<file path="src/rtl/bch_pkg.sv">
// Shared GF(2^4) definitions for the BCH(15,7) decoder.
// Field sizes, alpha power table, constant multiply helper, FSM states.
package bch_pkg;

  localparam int M = 4;
  localparam int N = 15;
  localparam logic [M:0] PRIM = 5'b10011;

  localparam logic [M-1:0] ALPHA [0:N-1] = '{
    4'h1, 4'h2, 4'h4, 4'h8, 4'h3, 4'h6, 4'hc, 4'hb,
    4'h5, 4'ha, 4'h7, 4'he, 4'hf, 4'hd, 4'h9
  };

  typedef enum logic [1:0] {
    IDLE   = 2'd0,
    SEARCH = 2'd1,
    DONE   = 2'd2
  } state_t;

  function automatic logic [M-1:0] alpha_pow(input logic [3:0] i);
    return ALPHA[i];
  endfunction

  // Shift-and-add multiply, reduced by x^4+x+1.
  function automatic logic [M-1:0] gf_mul(
    input logic [M-1:0] a,
    input logic [M-1:0] b
  );
    logic [M-1:0] p;
    logic [M-1:0] t;
    p = '0;
    t = a;
    for (int i = 0; i < M; i++) begin
      if (b[i]) p = p ^ t;
      t = t[M-1] ? ((t << 1) ^ PRIM[M-1:0]) : (t << 1);
    end
    return p;
  endfunction

endpackage

</file>
<file path="src/rtl/bch_chien_search_mul.sv">
// Multiply a GF(2^4) value by the constant alpha^POW.
// Ports: a (operand), y (a * alpha^POW); folds to a fixed XOR network.
module gf16_mul_alpha_pow
  import bch_pkg::*;
#(
  parameter int POW = 1
) (
  input  logic [M-1:0] a,
  output logic [M-1:0] y
);

  assign y = gf_mul(a, alpha_pow(4'(POW)));

endmodule

</file>
<file path="src/rtl/bch_chien_search.sv">
// Chien search + correction for BCH(15,7): finds roots of 1+l1*x+l2*x^2.
// Ports: start/lambda1/lambda2/rx_word in; busy, done, err_vec, corrected, n_err, fail out.
module bch_chien_search
  import bch_pkg::*;
(
  input  logic         clk,
  input  logic         rst,
  input  logic         start,
  input  logic [M-1:0] lambda1,
  input  logic [M-1:0] lambda2,
  input  logic [N-1:0] rx_word,
  output logic         busy,
  output logic         done,
  output logic [N-1:0] err_vec,
  output logic [N-1:0] corrected,
  output logic [1:0]   n_err,
  output logic         fail
);

  state_t       state;
  logic [3:0]   j;
  logic [M-1:0] r1;
  logic [M-1:0] r2;
  logic [M-1:0] r1n;
  logic [M-1:0] r2n;
  logic [N-1:0] rx_q;
  logic [N-1:0] acc;
  logic [1:0]   deg;
  logic [1:0]   cnt;
  logic         ovf;
  logic         root;
  logic         bad;

  // r1 steps by alpha^-1, r2 by alpha^-2 per position
  gf16_mul_alpha_pow #(.POW(14)) u_mul1 (.a(r1), .y(r1n));
  gf16_mul_alpha_pow #(.POW(13)) u_mul2 (.a(r2), .y(r2n));

  assign root = (M'(1) ^ r1 ^ r2) == '0;
  assign bad  = ovf | (cnt != deg);

  always_ff @(posedge clk or posedge rst) begin
    if (rst) begin
      state     <= IDLE;
      j         <= '0;
      r1        <= '0;
      r2        <= '0;
      rx_q      <= '0;
      acc       <= '0;
      deg       <= '0;
      cnt       <= '0;
      ovf       <= 1'b0;
      busy      <= 1'b0;
      done      <= 1'b0;
      err_vec   <= '0;
      corrected <= '0;
      n_err     <= '0;
      fail      <= 1'b0;
    end else begin
      done <= 1'b0;
      unique case (state)
        IDLE: begin
          if (start) begin
            r1    <= lambda1;
            r2    <= lambda2;
            j     <= '0;
            rx_q  <= rx_word;
            deg   <= (lambda2 != '0) ? 2'd2 :
                     (lambda1 != '0) ? 2'd1 : 2'd0;
            acc   <= '0;
            cnt   <= '0;
            ovf   <= 1'b0;
            busy  <= 1'b1;
            state <= SEARCH;
          end
        end
        SEARCH: begin
          if (root) begin
            acc[j] <= 1'b1;
            // a third root cannot be counted; remember it as failure
            if (cnt == 2'd2) ovf <= 1'b1;
            else cnt <= cnt + 2'd1;
          end
          r1 <= r1n;
          r2 <= r2n;
          j  <= j + 4'd1;
          if (j == 4'd14) state <= DONE;
        end
        DONE: begin
          err_vec   <= acc;
          n_err     <= cnt;
          fail      <= bad;
          corrected <= bad ? rx_q : (rx_q ^ acc);
          done      <= 1'b1;
          busy      <= 1'b0;
          state     <= IDLE;
        end
        default: state <= IDLE;
      endcase
    end
  end

endmodule

</file>
<file path="config.mk">
export PLATFORM = sky130hd
export DESIGN_NAME = bch_chien_search
export DESIGN_NICKNAME = d
export VERILOG_FILES = /design/src/rtl/bch_pkg.sv /design/src/rtl/bch_chien_search_mul.sv /design/src/rtl/bch_chien_search.sv
export SDC_FILE = /design/constraint.sdc
export NUM_CORES = 1
export LEC_CHECK = 0
export BUFFER_PORTS_ARGS = -buffer_cell sky130_fd_sc_hd__buf_2
export CAP_MARGIN = 20
export CORE_ASPECT_RATIO = 1.75
export CORE_MARGIN = 5
export CORE_UTILIZATION = 50
export DETAILED_ROUTE_END_ITERATION = 10
export GPL_TIMING_DRIVEN = 0
export PLACE_DENSITY = 0.72
export SYNTH_ARGS = -nofsm -noshare
export SYNTH_HDL_FRONTEND = slang
export SYNTH_SLANG_ARGS = --single-unit
</file>
<file path="constraint.sdc">
create_clock -name clk -period 3.25 [get_ports clk]
set_clock_uncertainty 0.05 [all_clocks]
set_input_delay 0.8125 -clock clk [delete_from_list [all_inputs] [get_ports clk]]
set_output_delay 0.8125 -clock clk [all_outputs]
set_load 0.1 [all_outputs]
</file>
======== Word-level counts from Yosys, hierarchy flattened ========
Cells that the tools add are included.
storage, ports and cells
  word-level logic and storage cells ...... 91
  input port bits ......................... 26
  flip-flop bits (word level) ............. 84
  output and inout bits ................... 35
operators by class
  mux-type cells .......................... 34
  $add $sub $neg .......................... 2
  $lt $le $gt $ge ......................... 2
  bitwise logic cells ..................... 14
  eq/ne operators ......................... 10
  reduce and logical (&&, ||, !) cells .... 14
operators with widths
  kind                 number
  $mux 15              3
  $pmux 15 s2          1
  $mux 2               12
  $pmux 4 s2           3
  $xor 4x4->4          4
  $or 15x15->15        1
  $xor 15x15->15       1
  $mux 4               3
  $not 2->2            6
  $ne 2x2->1 const B   5
  $pmux 2 s2           2
  $reduce_and 2->1     4
  $reduce_and 4->1     2
  $reduce_bool 4->1    2
  $mux 1               7
  $lt 4x5->1 const B   1
  $add 4x1->4 const B  1
  $demux 1 s4          1
  $eq 2x2->1 const B   2
  $eq 4x4->1 const B   1
  $ge 4x1->1 const B   1
  $logic_not 4->1      1
  $pmux 1 s2           2
  $reduce_bool 2->1    2
  other kinds (8)      8

======== Logic depth before layout (Yosys ltp) ========
Gate-level depths: netlist of run 1.
  depth after elaboration ................. 8
  gate-level depth with buffers ........... 6
  gate-level depth less buffers ........... 5

======== By module ========
A second synthesis of run 1 with hierarchy kept.
second synthesis, totals
  cell total of the unflattened synthesis .. 384
  area total of the unflattened synthesis .. 3793.6 um^2
by module, submodules not included
  module                       times used  cells an instance  area an instance (um^2)
  bch_chien_search             1           376                3733.6
  gf16_mul_alpha_pow (u_mul2)  1           4                  40.0
  gf16_mul_alpha_pow (u_mul1)  1           4                  20.0

======== Least setup slack after synthesis of run 1 ========
OpenSTA, ideal clock, no wires.
  kind .................................... input to register
  start point ............................. input port start
  end point ............................... register r2[3]
  data arrival time ....................... 1.616 ns
  data required time ...................... 3.074 ns
  setup time .............................. 0.126 ns
  setup slack ............................. 1.458 ns
  cell stages on the path ................. 3
  cell sequence ........................... nor3b_2 -> nor2_1 -> a221o_1
on the way
  word-level cells in the longest chain between the ends .. 2
ends and longest elaborated chain
  element                     RTL line                source
  from (decl)                 bch_chien_search.sv:8   input logic start,
  $ne 2x2->1 (no line)        --
  $reduce_and 2->1 (no line)  --
  to (signal assigned)        bch_chien_search.sv:64  r2 <= lambda2;
  to (signal assigned)        bch_chien_search.sv:84  r2 <= r2n;
  to (decl)                   bch_chien_search.sv:23  logic [M-1:0] r2;
No other way between the ends.
A chain may end at the register's enable or synchronous reset.

======== Worst setup path after layout of run 1 ========
  start point ............................. register corrected[7]
  end point ............................... output port corrected[7]
RTL lines
  element                 RTL line                source
  from (decl)             bch_chien_search.sv:15  output logic [N-1:0] corrected,
  from (signal assigned)  bch_chien_search.sv:92  corrected <= bad ? rx_q : (rx_q ^ acc);
No word-level cell between the ends.

==> results of run 1 <==
-- layer usage --
metal	up-vias	GRT usage (%)	routed length, microns
met1	1384	23.8	3290
li1	1414	-	-
met5	-	0	0
met2	61	34.4	4830
met4	0	9.17	271
met3	21	4.98	364
-- worst min-delay path by stage --
stage / startpoint / end / cells after the start
floorplan: acc[0] / err_vec[0] / 2
global placement: err_vec[5] / err_vec[5] / 2
detailed placement: err_vec[10] / err_vec[10] / 2
CTS: err_vec[1] / err_vec[1] / 2
global route: err_vec[1] / err_vec[1] / 2
finish: err_vec[1] / err_vec[1] / 2
-- state kept, by name (all words and copies together) (netlist names) --
| name | flops |
|---|---|
| acc | 15 |
| corrected | 15 |
| err_vec | 15 |
| rx_q | 15 |
| j | 4 |
| r1 | 4 |
| r2 | 4 |
| cnt | 2 |
| deg | 2 |
| n_err | 2 |
| state | 2 |
| busy | 1 |
| done | 1 |
| fail | 1 |
| ovf | 1 |
-- cell type report --
| cell class | count | area, sq um | share of cell area, % |
|---|---|---|---|
| Buffer | 22 | 106 | 2.36 |
| Clock buffer | 12 | 256 | 5.69 |
| Clock inverter | 2 | 35.0 | 0.777 |
| Inverter | 7 | 28.8 | 0.638 |
| Multi-Input combinational cell | 270 | 1550 | 34.4 |
| Sequential cell | 84 | 2100 | 46.6 |
| Tap cell | 88 | 110 | 2.44 |
| Timing Repair Buffer | 61 | 320 | 7.10 |
-- per-stage QoR --
step / setup TNS, ps / std cells / area, sq um / hold WS, ps / worst slack [ps]
detailed placement: 0 / 532 / 4220 / 407 / 956
finish: 0 / 546 / 4510 / 415 / 1220
global route: 0 / 546 / 4510 / 430 / 1200
global placement: -56110 / 531 / 4200 / 402 / -672
CTS: 0 / 546 / 4510 / 423 / 1220
floorplan: 0 / 383 / 3790 / 402 / 222
-- synth_stat cells --
cell type	instances
a21o_1	1
a21oi_1	4
a221o_1	1
a22oi_1	5
a31oi_1	2
a41oi_1	4
and2_1	1
and3_1	1
buf_2	7
buf_4	2
buf_6	1
clkbuf_1	12
dfrtp_1	84
ha_1	5
inv_1	7
mux2i_1	2
nand2_1	140
nand2b_4	1
nand3_1	5
nand3b_1	1
nand3b_2	2
nand4_1	1
nor2_1	12
nor2b_1	2
nor3_1	1
nor3b_1	2
nor3b_2	1
nor4_1	1
nor4_2	1
nor4b_1	6
nor4b_2	6
nor4b_4	3
o21a_1	1
o21ai_0	18
o21ai_1	11
o31ai_1	3
o32ai_1	1
o41ai_1	1
xnor2_1	19
xor2_1	4
xor2_2	1
-- logic make-up (layout without fill, tap and decap cells) --
group,Yosys count,after routing,synth area share [%]
adders and majority gates,5,5,1.65
xor gates and xnor gates,24,24,5.75
AOI/OAI and AO/OA,52,52,8.33
muxes,2,2,0.529
DFF,84,84,55.5
buffers and inverters,29,104,3.50
and+or+nand+nor,187,187,24.7
==> results.md, run 1 <==
* Area of the die at about 9500 sq um
* Register-to-register setup slack at 1460 ps
* Overflow after GRT at 0
* Slew headroom at a little over 60%
* Number of global-route vias before repair at 2904
* Type of the setup path with the least slack: register to primary output
* Portion of the post-synthesis area used by sequential elements at a little under three fifths
* Top-area cell type share of the netlist area at 55.5%
* Number of setup violations in the final report at 0
* Total clock sinks at 84
* Critical Path Slowest Stage Cell: buf_2
* Insertion delay of the later-clocked pin in the worst-skew pair at between 300 and 400 ps
* CTS HTree Levels at 3
* Residual DRC count at 0
* Logic depth of the worst path, buffers included at 1
* Crit path arrival time at around 1200 ps
* Final RePlAce weighted congestion at ~0.91
* Ports placed on the boundary at 61
* Worst r2r dst: r1[1]
* Number of maximum-capacitance constraint violations at 0
* Max Buffers Root-to-Sink at 2
* Largest area contributor in the netlist: dfrtp_1
* Highest clock frequency the design can meet at between 400 and 500 MHz
* Per-cell via count in the routed design at between 5 and 6
* Nature of the critical path startpoint: register
* Count of pins over their slew limit at 0
* Net count of the mapped netlist at 414
* Synth-to-Final Area Change at 19.1%
* Type of destination of the critical path: primary output
* Leading cell types by total area after synthesis: dfrtp_1 56%, nand2_1 14%, xnor2_1 4.4%
* Syn Inst Count at around 380
* Reg clk slew, reported paths at 60 ps
* Unrepaired setup endpoints after global routing: no
* Layout filler cell count at between 600 and 700
* Gr usage total at 20.5%
* Type of the worst min-delay path: register to register
* Number of nets in the finished design at 486
* Average wire length per cell after detail routing at between 15 and 20 microns
* Fin crit share at a little over three fifths
* Number of hold buffers added after CTS at 0
* Number of flip-flops and latches in the synthesized netlist at 84
* Site row count at 42
* Share of cells above drive strength 1 at 21.8%
* Total buffers and inverters traversed by the critical path at 1
* Reg-to-reg startpoint: state[1]
* Number of detailed-route iterations in the first pass at 4
* Final hold violation count at 0
* R2R depth at 4
* Core outline area at 7460 sq um
* Width of the chip at approximately 76 microns
* Chip height at 125 microns
* Crit path from: corrected[7]
* Post-layout min period at between 2000 and 2500 ps
* Peak per-stage delay on the critical path at 440 ps
* Final Core Density at slightly above 60%
* Post-Synthesis Cell Area at about 3800 sq um
* Most common cell after layout, fill and taps aside: nand2_1
* Count of instances resized after the clock tree is built at 0
* Post-synthesis cell type count at 41
* Antenna-violating nets left at 0
* Avg Inst Size Synth at between 9 and 10 sq um
* Port Buffer Count at 60
* Initial cell density of the core at approximately half
* Routed via count at roughly 2900
* Root Buffer Master: clkbuf_16
* Critical path fanouts, max at 2
* Drt initial violations at a little over 200
* Global-route wire length before repair at roughly 14000 microns
* Maximum number of pins on one net before global-route repair at 44
* Most frequent cells in the layout: 140 x nand2_1, 84 x dfrtp_1, 67 x buf_2, 19 x xnor2_1, 18 x o21ai_0
* TritonCTS clock tree: yes
* Syn. warnings at 0
* Final wirelength at just under 9000 microns
* CTS buffer count at 9
* Worst EP required at ~2400 ps
* Worst path top cell family by delay: buffers and inverters
* Final antenna diode count at 0
* Setup fix buffers added after clock tree synthesis at 0
* Outcome: finished clean
* List of cells traversed by the critical path: buf_2
* HPWL after DPL at about 6600 microns
* Initial antenna violation count at 0
* Measured slew at the worst slew-check pin at between 500 and 600 ps
* Worst Setup EP: corrected[7]
Power of run 1 is not shown: default switching activity piles up to over one toggle a cycle in this logic, so the estimate is an artifact.
==> run 2, diff against run 1 <==
ABC_AREA = 1   (was not set)
clock period = 2 ns   (was 3.25 ns; I/O delays follow)
==> results.md, run 2 <==
* Final antenna diode count at 0 (unchanged)
* Gate power share at 48.3%
* Number of detailed-route iterations in the first pass at 4 (unchanged)
* Post-route non-filler standard cell count at 654 (+20%)
* Outcome: finished clean
* Synth-to-Final Area Change at 19.0% (about the same)
* CTS buffer count at 9 (unchanged)
* Antenna-violating nets left at 0 (unchanged)
* Psw at about 4.2 mW
* Most used standard cell by instance count after synthesis: nand2_1
* TritonCTS clock tree: yes
* Measured slew at the worst slew-check pin at 676 ps (+103 ps)
* Area of all placed cells without fillers at 4760 sq um (+5.5%)
* Final hold violation count at 0 (unchanged)
* Reg-to-reg startpoint: cnt[1]
* Maximum number of pins on one net before global-route repair at 32 (-27%)
* Most common cell after layout, fill and taps aside: nand2_1
* Ys async rst share at 100% (unchanged)
* Worst EP required at 1450 ps (-940 ps)
* Drt initial violations at 148 (-27%)
* Initial cell density of the core at 50.9% (+0.19 points)
* Chip height at 128 microns (+2.6%)
* Average wire length per cell after detail routing at 15.0 microns (-6.7%)
* Max Buffers Root-to-Sink at 2 (unchanged)
* Number of setup violations in the final report at 0 (unchanged)
* Unrepaired setup endpoints after global routing: no
* Share of cells above drive strength 1 at 20.9% (-0.91 points)
* Number of hold buffers added after CTS at 0 (unchanged)
* Overflow after GRT at 0 (unchanged)
* Portion of the post-synthesis area used by sequential elements at 52.5% (-3.0 points)
* Post-synthesis cell type count at 30 (-27%)
* Ports placed on the boundary at 61 (unchanged)
* Number of global-route vias before repair at 3539 (+22%)
* Crit path arrival time at 1150 ps (-20 ps)
* Slew headroom at 54.9% (-6.3 points)
* CTS HTree Levels at 3 (unchanged)
* Insertion delay of the later-clocked pin in the worst-skew pair at 340 ps (about the same)
* Number of flip-flops and latches in the synthesized netlist at 84 (unchanged)
* R2R depth at 9 (+5)
* Final Hold Slack at 179 ps (-236 ps)
* Internal power consumption at between 4 and 5 mW
* Global-route wire length before repair at 16500 microns (+15%)
* Net count of the mapped netlist at 517 (+25%)
* Peak per-stage delay on the critical path at 440 ps (about the same)
* Setup fix buffers added after clock tree synthesis at 0 (unchanged)
* Highest clock frequency the design can meet at a little under 600 MHz
* Worst r2r dst: corrected[10]
* Routed via count at 3453 (+20%)
* Count of instances resized after the clock tree is built at 0 (unchanged)
* Static power due to leakage at around 2.5 nW
* Core outline area at 7860 sq um (+5.3%)
* Number of maximum-capacitance constraint violations at 0 (unchanged)
* Nature of the critical path startpoint: register
* Count of pins over their slew limit at 0 (unchanged)
* Register-to-register setup slack at 410 ps (-1050 ps)
* Placed Instance Area at 4460 sq um (+5.6%)
* Port Buffer Count at 60 (unchanged)
* Total buffers and inverters traversed by the critical path at 1 (unchanged)
* Type of the setup path with the least slack: register to primary output
* List of cells traversed by the critical path: buf_2
* Post-Synthesis Cell Area at 4000 sq um (+5.7%)
* Total design power at approximately 8.7 mW
* Most numerous cell types in the synthesized netlist: 189 x nand2_1, 84 x dfrtp_1, 31 x inv_1
* Worst supply voltage drop on vdd at about 0.00086 V
* Final RePlAce weighted congestion at 0.895 (-2.1%)
* Type of destination of the critical path: primary output
* Critical Path Slowest Stage Cell: buf_2
* Power density relative to cell area at between 1500 and 2000 nW/um^2
* Avg Inst Size Synth at 8.23 sq um (-17%)
* Total clock sinks at 84 (unchanged)
* Reg clk slew, reported paths at 60 ps (about the same)
* Worst path top cell family by delay: buffers and inverters
* Residual DRC count at 0 (unchanged)
* Syn Inst Count at 486 (+27%)
* Leading cell types by total area after synthesis: dfrtp_1 53%, nand2_1 18%, xnor2_1 3.7%
* Syn. warnings at 0 (unchanged)
* Per-cell via count in the routed design at 5.28 (about the same)
* Type of the worst min-delay path: input pin to async pin
* Number of nets in the finished design at 590 (+21%)
* Largest area contributor in the netlist: dfrtp_1
* Gr usage total at 21.2% (+0.75 points)
* HPWL after DPL at 7590 microns (+15%)
* Summed negative setup slack over all endpoints at 0 ps (unchanged)
* Placed instance count at 638 (+20%)
* Post-layout min period at 1700 ps
* Final Core Density at 60.6% (+0.16 points)
* Site row count at 43 (+2.4%)
* Area of the die at 9960 sq um (+5.0%)
* Post-synth top flop: dfrtp_1
* Part of the total power dissipated in sequential elements at around a third
* Initial antenna violation count at 0 (unchanged)
* Top-area cell type share of the netlist area at 52.5% (-3.0 points)
* Slack of the critical path at 302 ps (-918 ps)
* Fraction of power spent switching nets at between 40% and 50%
* Fin crit share at between 80% and 90%
* Root Buffer Master: clkbuf_16
* Most frequent cells in the layout: 189 x nand2_1, 84 x dfrtp_1, 67 x buf_2, 30 x inv_1, 23 x o21ai_1
* Final wirelength at 9790 microns (+12%)
* EDFF count, synth at 0 (unchanged)
* Width of the chip at 77.6 microns (+2.4%)
* Critical path fanouts, max at 2 (unchanged)
* Post-Place Worst Slack at 325 ps (-632 ps)
* Clock network power share at around a fifth
## run 2: metal layers
metal	share of wire (%)	track usage, %	wire length, microns	vias to the layer above
li1	-	-	-	1685
met2	55	38.0	5410	102
met3	4.0	3.38	389	30
met1	36	22.4	3550	1636
met5	0	0	0	-
met4	4.5	14.4	442	0
## run 2: how the worst max path moves through the flow
stage	to	depth (start not counted)	start	slack, ps
6_report	n_err[0]	1	n_err[0]	300
5_1_grt	corrected[3]	10	cnt[1]	270
4_1_cts	corrected[14]	1	corrected[14]	290
3_5_place_dp	rx_q[9]	5	start	320
3_3_place_gp	fail	2	rst	-90
2_1_floorplan	acc[0]	1	rst	480
## run 2: cells by family after synthesis
family	count (synthesis)	synth area share (%)
flops	84	52.5
fa+ha+maj	5	1.56
xor+xnor	19	4.16
simple gates	246	26.0
compound gates	71	9.54
buf+inv	61	6.22
## run 2: area by class of cell
class	count	area, sq um
buffer	20	95.1
clock inverter	4	47.5
clock buffer	12	256
inverter	41	158
multi-input combinational	341	1650
sequential	84	2100
tap	90	113
fill	719	3090
timing repair buffer	62	340
## run 2: power groups by stage
stage	clock network, mW	registers, mW	logic (mW)
final	1.67	2.82	4.19
after global routing	1.77	2.89	4.60
after CTS	1.70	2.82	4.21
after detailed placement	0	2.84	4.20
after global placement	0	2.82	4.11
after floorplan	0	4.00	2.14
No activity file was read; power rests on OpenSTA's default activity.
